File: config.mk
export PLATFORM = sky130hd
export DESIGN_NAME = data_in_sequencer
export DESIGN_NICKNAME = d
export VERILOG_FILES = /design/src/rtl/data_in_sequencer_pkg.sv /design/src/rtl/data_in_idle_timer.sv /design/src/rtl/data_in_sequencer.sv
export SDC_FILE = /design/constraint.sdc
export NUM_CORES = 1
export LEC_CHECK = 0
export ABC_CLOCK_PERIOD_IN_PS = 1900
export BUFFER_PORTS_ARGS = -buffer_cell sky130_fd_sc_hd__buf_4
export CAP_MARGIN = 20
export CORE_UTILIZATION = 40
export CTS_CLUSTER_DIAMETER = 80
export DETAILED_ROUTE_END_ITERATION = 10
export GPL_TIMING_DRIVEN = 0
export PLACE_DENSITY = 0.71
export SYNTH_ARGS = -nofsm -noshare
export SYNTH_HDL_FRONTEND = slang
export SYNTH_SLANG_ARGS = --single-unit
File: constraint.sdc
create_clock -name clk -period 1.9 [get_ports clk]
set_clock_uncertainty 0.1 [all_clocks]
set_input_delay 0.19 -clock clk [delete_from_list [all_inputs] [get_ports clk]]
set_output_delay 0.19 -clock clk [all_outputs]
set_load 0.1 [all_outputs]
File: src/rtl/data_in_sequencer_pkg.sv
// Shared definitions for the byte-lane sequencer and its decoder-side consumers:
// word geometry, lane width and the FILL/HOLD state encoding.
package data_in_sequencer_pkg;

   localparam int WORD_BYTES = 4;
   localparam int LANE_W     = 2;
   localparam int WORD_W     = 8 * WORD_BYTES;

   typedef enum logic {
      ST_FILL = 1'b0,
      ST_HOLD = 1'b1
   } state_t;

   function automatic logic lane_is_last(input logic [LANE_W-1:0] lane);
      return lane == LANE_W'(WORD_BYTES - 1);
   endfunction

endpackage

File: src/rtl/data_in_idle_timer.sv
// Idle timer: counts enabled cycles and pulses expire on the cycle whose edge
// would bring the count to TIMEOUT_CYCLES. TIMEOUT_CYCLES=0 disables expiry.
module data_in_idle_timer #(
   parameter int TIMEOUT_CYCLES = 255,
   parameter int TMR_W          = 8
) (
   input  logic clk,
   input  logic rst_n,
   input  logic en,
   input  logic clr,
   output logic expire
);

   localparam int               LIMIT_I = (TIMEOUT_CYCLES > 0) ? TIMEOUT_CYCLES - 1 : 0;
   localparam logic [TMR_W-1:0] LIMIT   = LIMIT_I[TMR_W-1:0];

   logic [TMR_W-1:0] count_q;
   logic             hit;

   assign hit = en && (count_q == LIMIT);

   // NOTE: sequential state uses non-blocking assignments so every flop samples pre-edge values.
   always_ff @(posedge clk) begin
      if (!rst_n || clr) begin
         count_q <= '0;
      end else if (en) begin
         count_q <= hit ? '0 : count_q + TMR_W'(1);
      end
   end

   generate
      if (TIMEOUT_CYCLES == 0) begin : g_disabled
         assign expire = 1'b0;
      end else begin : g_enabled
         assign expire = hit;
      end
   endgenerate

endmodule

File: src/rtl/data_in_sequencer.sv
// Byte-stream to 32-bit word sequencer: assigns little-endian lanes, mirrors each
// accepted byte to the decoder, and flushes partial words on last or idle timeout.
module data_in_sequencer
   import data_in_sequencer_pkg::*;
#(
   parameter int TIMEOUT_CYCLES = 255,
   parameter int TMR_W          = 8
) (
   input  logic              clk,
   input  logic              rst_n,
   input  logic              byte_valid,
   output logic              byte_ready,
   input  logic [7:0]        byte_data,
   input  logic              byte_last,
   output logic [7:0]        dec_data,
   output logic [LANE_W-1:0] dec_sel,
   output logic              word_valid,
   input  logic              word_ready,
   output logic [WORD_W-1:0] word_data,
   output logic [WORD_BYTES-1:0] word_keep,
   output logic              word_tout
);

   state_t                  state_q, state_d;
   logic                    run_q;
   logic [LANE_W-1:0]       lane_q, lane_d;
   logic [WORD_BYTES-1:0]   keep_q, keep_d;
   logic [WORD_W-1:0]       word_q, word_d;
   logic                    tout_q, tout_d;
   logic [7:0]              dec_data_q, dec_data_d;
   logic [LANE_W-1:0]       dec_sel_q, dec_sel_d;

   logic accept;
   logic tmr_en, tmr_clr, expire;

   // run_q keeps byte_ready low through the reset cycle itself.
   assign byte_ready = run_q && (state_q == ST_FILL);
   assign accept     = byte_valid && byte_ready;

   assign tmr_en  = (state_q == ST_FILL) && (keep_q != '0) && !accept;
   assign tmr_clr = accept || (state_q == ST_HOLD) || (keep_q == '0);

   data_in_idle_timer #(
      .TIMEOUT_CYCLES (TIMEOUT_CYCLES),
      .TMR_W          (TMR_W)
   ) u_idle_timer (
      .clk    (clk),
      .rst_n  (rst_n),
      .en     (tmr_en),
      .clr    (tmr_clr),
      .expire (expire)
   );

   // NOTE: every always_comb output gets a default first, so no path can infer a latch.
   always_comb begin
      state_d    = state_q;
      lane_d     = lane_q;
      keep_d     = keep_q;
      word_d     = word_q;
      tout_d     = tout_q;
      dec_data_d = dec_data_q;
      dec_sel_d  = dec_sel_q;

      case (state_q)
         ST_FILL: begin
            if (accept) begin
               word_d[{lane_q, 3'b000} +: 8] = byte_data;
               keep_d[lane_q]                = 1'b1;
               dec_data_d                    = byte_data;
               dec_sel_d                     = lane_q;
               lane_d                        = lane_q + LANE_W'(1);
               if (lane_is_last(lane_q) || byte_last) begin
                  state_d = ST_HOLD;
                  tout_d  = 1'b0;
               end
            end else if (expire) begin
               state_d = ST_HOLD;
               tout_d  = 1'b1;
            end
         end
         ST_HOLD: begin
            if (word_ready) begin
               state_d = ST_FILL;
               lane_d  = '0;
               keep_d  = '0;
               word_d  = '0;
               tout_d  = 1'b0;
            end
         end
         default: state_d = ST_FILL;
      endcase
   end

   always_ff @(posedge clk) begin
      if (!rst_n) begin
         state_q    <= ST_FILL;
         run_q      <= 1'b0;
         lane_q     <= '0;
         keep_q     <= '0;
         word_q     <= '0;
         tout_q     <= 1'b0;
         dec_data_q <= '0;
         dec_sel_q  <= '0;
      end else begin
         state_q    <= state_d;
         run_q      <= 1'b1;
         lane_q     <= lane_d;
         keep_q     <= keep_d;
         word_q     <= word_d;
         tout_q     <= tout_d;
         dec_data_q <= dec_data_d;
         dec_sel_q  <= dec_sel_d;
      end
   end

   assign word_valid = (state_q == ST_HOLD);
   assign word_data  = word_q;
   assign word_keep  = keep_q;
   assign word_tout  = tout_q;
   assign dec_data   = dec_data_q;
   assign dec_sel    = dec_sel_q;

endmodule

==> results.txt, run 1 <==
root buf cell = clkbuf_8
area of placed instances = 0.00289 sq mm
vias in the first global route = 1847
Clock transition at path regs = 0.07 ns
Power Dens Cells = 923 mW/mm^2
Post-Layout Inst Area = 0.00325 sq mm
Via density = 5.19
max capacitance violation total = 0
worst hold slack = 0.0168 ns
largest net degree at the start of global routing = 13
Async SR Flop Fraction = 0
Port-buffer cells = 61
Mapped Area = 0.00233 sq mm
first-pass GRT wire length = 9260 um
DIE HEIGHT = 78.4 um
Post-synth EDFFs = 0
total power = 3.00 mW
# rows = 27
status = complete, but fails checks
Hold WC Path Type = in2reg
gpl congestion = 0.883
initial antenna violation count = 0
Yosys cell types = 41
layout cell share with drive strength beyond 1 = 0.350
endpoint class of the critical path = register
# DRC = 0
TritonCTS Buffers = 9
CTS tree = built
f_max = 515 MHz
reg2reg start = lane_q[0]$_SDFFE_PN0P_
vias = 2035
worst setup margin = -0.0408 ns
First-pass DRT Iterations = 5
P&R area growth vs syn = 39.4%
Max VDD drop = 0.487 mV
Slew Limit Fails = 0
Leak Pwr = 1.34 nW
Critical Path Start = lane_q[0]$_SDFFE_PN0P_
RSZ-0062 raised after global routing = true
die area = 0.00614 sq mm
Worst-Skew Late Latency = 0.34 ns
GRT overflow = 0
drt wl/cell = 15.1 um
HP Start = byte_data[2]
#FFs+latches synth = 59
Synthesized Nets = 254
Period Utilization, post-route = 1.02
count of clock tree sinks = 59
Yosys top cell area share = 0.506
CP Max Fanout = 8
DP Wirelength = 4100 um
GR Util All Layers = 0.199
yosys warns = 0
# fillers = 495
post-synth top area cell = dfxtp_1
H-Tree Depth = 3
WL final = 5910 um
failing checks = negative setup slack
Seq/Total Area, Yosys = 0.506
Worst EP arrival = 2.13 ns
Starting Density = 0.419
WS Path Type = reg2reg
commonest register cell after synthesis = dfxtp_1
core area = 0.00557 sq mm
final setup vio count = 9
I/O Pins = 62
ant diodes = 0
Worst slew margin = 0.701
mean area per synthesized cell = 9.93 sq um
die extent in x = 78.4 um
Period minus WS final = 1.94 ns
Nets = 334
Final Hold Viols = 0
pin slew with the least headroom to its limit = 0.449 ns
worst slack, placed = -0.265 ns
initial DRC count = 106
largest cells by area after synthesis = dfxtp_1 (51%), a22o_1 (7.9%), a21boi_0 (5.8%), nand2_1 (5.6%), ha_1 (3.2%)
Cells after Synth = 235
CP Data Required Time = 2.09 ns
antenna viol nets, final = 0
Critical Path Source Type = register
Clock Tree Buf Depth = 2
-- metrics by stage --
| step | instances | util | setup TNS (ns) |
|---|---|---|---|
| after global routing | 392 | 0.583 | -2.03 |
| final | 392 | 0.583 | -0.230 |
| after detailed placement | 368 | 0.519 | -3.87 |
| after floorplan | 235 | - | 0 |
| after CTS | 386 | 0.572 | 0 |
| after global placement | 368 | 0.519 | -2.62 |
-- logic make-up after synthesis --
logic type	count (synthesis)	share of synthesized area
AND/OR/NAND/NOR	90	0.206
AO/OA/AOI/OAI	61	0.209
flip-flops	59	0.506
buffers and inverters	14	0.0279
adder cells (fa/ha/maj)	6	0.0322
XOR/XNOR	5	0.0188
-- cells in the final DEF (no fill, tap or decap), drive strengths merged, types with 4 or more instances in the layout --
master    instances
clkbuf           12
nand4             5
a22oi             6
dfxtp            59
xor2              5
nand3            15
a21oi             6
a22o             21
nor2             12
ha                6
nor2b             7
inv               5
clkinvlp          4
buf              73
nand2            36
a21boi           21
-- worst max-delay path: stages (launching register included) --
cell and delay [ns]:
dfxtp_2 0.36, buf_8 0.14, clkinvlp_4 0.12, ha_4 0.28
buf_4 0.14, nor4b_4 0.23, nand2_1 0.13, a21oi_4 0.22
a22o_1 0.17
-- metal layers --
layer  vias up  GRT usage  share of wire
li1       1004          -              -
met4         0     0.0907          0.015
met5         -          0              0
met2        59      0.301           0.47
met1       961      0.257           0.45
met3        11     0.0640          0.063
-- sequential cells by signal, indices dropped and copies added, names as in the netlist --
| register | cells |
|---|---|
| word_keep | 4 |
| dec_sel | 2 |
| word_data | 32 |
| word_valid | 1 |
| word_tout | 1 |
| dec_data | 8 |
| lane_q | 2 |
| u_idle_timer.count_q | 8 |
| run_q | 1 |
-- what timing repair did --
action,in CTS,in global routing
setup endpoints to repair,32,30
hold buffers,1,1
resized for setup,10,8
pin swaps,2,13
endpoints found under the hold margin,1,1
setup buffers,1,5
-- cell type report --
| cell class | instances | area, sq um | share of cell area |
|---|---|---|---|
| Inverter | 5 | 22.5 | 0.00693 |
| Tap cell | 72 | 90.1 | 0.0277 |
| Buffer | 9 | 56.3 | 0.0173 |
| Clock inverter | 7 | 100 | 0.0308 |
| Timing Repair Buffer | 69 | 523 | 0.161 |
| Sequential cell | 59 | 1190 | 0.366 |
| Multi-Input combinational cell | 162 | 1150 | 0.353 |
| Clock buffer | 9 | 124 | 0.0381 |
-- cell usage after synthesis, types with 2 or more instances --
library cell and instances:
xor2_1 5, a22oi_1 6, a21boi_0 18, nand3_1 15, a21boi_1 2, ha_1 6
buf_4 2, a21oi_1 2, a22o_1 21, o21ai_0 2, a21oi_2 4, and3_1 3
nor2b_1 7, buf_2 3, dfxtp_1 59, nor2_1 11, nand4_1 5, nand2_1 35
clkbuf_1 3, inv_1 5
-- report_power, final --
group	switching, mW	total (mW)	internal, mW
clock	0.530	1.27	0.744
combinational	0.312	0.443	0.131
sequential	0.0200	1.28	1.26
-- path summary, 6_finish.rpt --
path	end	slack, ns	cells after the start
worst max-delay path	word_data[5]$_SDFFE_PN0P_	-0.04	8
worst min-delay path	word_data[2]$_SDFFE_PN0P_	0.02	2
worst max register to register	word_data[5]$_SDFFE_PN0P_	-0.04	8
worst min register to register	word_data[31]$_SDFFE_PN0P_	0.36	2
Note: power is estimated with default switching activity, not from simulation.
==> inputs of run 2 (changes only) <==
RECOVER_POWER = 25   (was unset)
==> results.txt, run 2 (synthesized netlist as in run 1, its figures left out) <==
layout cell share with drive strength beyond 1 = 0.350 (unchanged)
Hold WC Path Type = in2reg (unchanged)
pin slew with the least headroom to its limit = 0.563 ns (was 0.449 ns)
worst slack, placed = -0.265 ns (unchanged)
core area = 0.00557 sq mm (unchanged)
Int Pwr = 2.13 mW (was 2.14 mW)
hold path depth = 2 (unchanged)
Period minus WS final = 1.95 ns (was 1.94 ns)
initial DRC count = 92 (was 106)
endpoint class of the critical path = register (unchanged)
Power Dens Cells = 935 mW/mm^2 (was 923 mW/mm^2)
Nets = 334 (unchanged)
Period Utilization, post-route = 1.02 (about the same)
WS Path Type = reg2reg (unchanged)
H-Tree Depth = 3 (unchanged)
clock power share = 0.425 (was 0.424)
switching share of total power = 0.287 (about the same)
initial antenna violation count = 0 (unchanged)
combinational share of power = 0.146 (was 0.148)
failing checks = negative setup slack (unchanged)
Hold EP = word_data[2]$_SDFFE_PN0P_ (unchanged)
DIE HEIGHT = 78.4 um (unchanged)
# fillers = 509 (was 495)
First-pass DRT Iterations = 4 (was 5)
Worst slew margin = 0.626 (was 0.701)
crit path cell chain = buf_8 -> clkinvlp_4 -> ha_4 -> buf_4 -> nor4b_4 -> nand2_1 -> a21oi_4 -> a22o_1 (unchanged)
antenna viol nets, final = 0 (unchanged)
Worst-Skew Late Latency = 0.34 ns (about the same)
Critical Path Source Type = register (unchanged)
fin cells = 392 (unchanged)
Psw = 0.860 mW (was 0.861 mW)
Clock Tree Buf Depth = 2 (unchanged)
Slew Limit Fails = 0 (unchanged)
f_max = 514 MHz (was 515 MHz)
P&R area growth vs syn = 37.2% (was 39.4%)
Worst EP arrival = 2.13 ns (about the same)
max capacitance violation total = 0 (unchanged)
commonest non-fill, non-tap cells in the layout = dfxtp_1 (53), buf_4 (49), nand2_1 (35), a22o_1 (21), clkbuf_2 (20) (was buf_4 (69), dfxtp_1 (53), nand2_1 (35), a22o_1 (21), nand3_1 (15))
GRT overflow = 0 (unchanged)
gpl congestion = 0.883 (unchanged)
total power = 2.99 mW (was 3.00 mW)
drt wl/cell = 15.0 um (was 15.1 um)
die extent in x = 78.4 um (unchanged)
final setup vio count = 9 (unchanged)
Leak Pwr = 1.32 nW (was 1.34 nW)
Max VDD drop = 0.486 mV (was 0.487 mV)
I/O Pins = 62 (unchanged)
Final TNS setup = -0.261 ns (was -0.230 ns)
count of clock tree sinks = 59 (unchanged)
status = complete, but fails checks (unchanged)
RSZ-0062 raised after global routing = true (unchanged)
most common library cell in the layout ignoring fill and taps = dfxtp_1 (was buf_4)
Seq pwr share = 0.429 (was 0.428)
worst setup margin = -0.0452 ns (was -0.0408 ns)
# rows = 27 (unchanged)
largest net degree at the start of global routing = 13 (unchanged)
Via density = 5.20 (was 5.19)
Final Hold Viols = 0 (unchanged)
vias = 2038 (was 2035)
storage element area = 0.00119 sq mm (unchanged)
CTS tree = built (unchanged)
Largest register FFs = 32 (unchanged)
Clock transition at path regs = 0.07 ns (about the same)
FF-to-FF End = word_data[3]$_SDFFE_PN0P_ (was word_data[5]$_SDFFE_PN0P_)
Reg2Reg Depth = 8 (unchanged)
multi-input logic area = 0.00115 sq mm (unchanged)
GR Util All Layers = 0.199 (unchanged)
vias in the first global route = 1847 (unchanged)
Starting Density = 0.419 (unchanged)
WL final = 5900 um (was 5910 um)
crit-path max cell delay = 0.36 ns (about the same)
root buf cell = clkbuf_8 (unchanged)
final core occ = 0.574 (was 0.583)
first-pass GRT wire length = 9260 um (unchanged)
R2R Setup Slk = -0.05 ns (was -0.04 ns)
CP Data Required Time = 2.09 ns (about the same)
TritonCTS Buffers = 9 (unchanged)
HP Start = byte_data[2] (unchanged)
reg2reg start = lane_q[0]$_SDFFE_PN0P_ (unchanged)
Post-Place Cells = 368 (unchanged)
die area = 0.00614 sq mm (unchanged)
CP Max Fanout = 8 (unchanged)
Port-buffer cells = 61 (unchanged)
Worst path slowest cell = dfxtp_2 (unchanged)
# DRC = 0 (unchanged)
DP Wirelength = 4100 um (unchanged)
ant diodes = 0 (unchanged)
[run 2: cell count changes in the layout (fill, tap and decap cells not counted), sizes merged]
| cell | change |
|---|---|
| buf | -20 |
| clkbuf | +20 |
[run 2: layout make-up]
class,instances,area share
multi-input cells,162,0.358
repair buffers,69,0.148
clock inverters,7,0.0313
inverters,5,0.00703
clock buffers,9,0.0387
plain buffers,9,0.0176
well taps,72,0.0281
flip-flops and latches,59,0.371
[run 2: worst max-delay path by stage]
| stage | startpoint | end | slack [ns] | cells past startpoint |
|---|---|---|---|---|
| 6_report | lane_q[0]$_SDFFE_PN0P_ | word_data[3]$_SDFFE_PN0P_ | -0.05 | 8 |
| 5_1_grt | lane_q[0]$_SDFFE_PN0P_ | word_data[5]$_SDFFE_PN0P_ | -0.15 | 8 |
| 4_1_cts | lane_q[0]$_SDFFE_PN0P_ | word_data[31]$_SDFFE_PN0P_ | 0.02 | 7 |
| 3_5_place_dp | lane_q[0]$_SDFFE_PN0P_ | word_data[5]$_SDFFE_PN0P_ | -0.26 | 7 |
| 3_3_place_gp | lane_q[0]$_SDFFE_PN0P_ | word_data[7]$_SDFFE_PN0P_ | -0.23 | 7 |
| 2_1_floorplan | lane_q[0]$_SDFFE_PN0P_ | word_data[26]$_SDFFE_PN0P_ | 0.04 | 7 |
[run 2: per-stage QoR]
stage | hold slack (ns) | instance area, sq um
2_1_floorplan | 0.118 | 2340
3_3_place_gp | 0.243 | 2890
3_5_place_dp | 0.246 | 2890
4_1_cts | 0.00358 | 3190
5_1_grt | 0.00554 | 3200
6_report | 0.0178 | 3200
[run 2: worst max-delay path: cells and delay by family, from the launching register on]
kind,cells,cell delay (ns)
AOI/OAI and AO/OA,2,0.39
adders and majority gates,1,0.27
buffers and inverters,3,0.40
DFF,1,0.36
and+or+nand+nor,2,0.36
[run 2: power by group through the flow]
stage / combinational, mW / clock [mW] / sequential, mW
after floorplan: 0.131 / 0 / 1.47
after global placement: 0.392 / 0 / 1.31
after detailed placement: 0.395 / 0 / 1.31
after CTS: 0.422 / 1.28 / 1.28
after global routing: 0.458 / 1.36 / 1.29
final: 0.436 / 1.27 / 1.28
[run 2: per-layer routing]
| metal | vias up | part of all wire | track usage |
|---|---|---|---|
| met5 | - | 0 | 0 |
| met4 | 0 | 0.023 | 0.0907 |
| met3 | 18 | 0.056 | 0.0640 |
| met2 | 65 | 0.46 | 0.301 |
| met1 | 947 | 0.46 | 0.257 |
| li1 | 1008 | - | - |
[run 2: timing repair]
item                       4_1_cts  5_1_grt
pin swaps                        2       13
buffers inserted                 1        5
resized for setup               10        8
hold endpoints to repair         1        1
hold buffers                     1        1
setup endpoints to repair       32       30
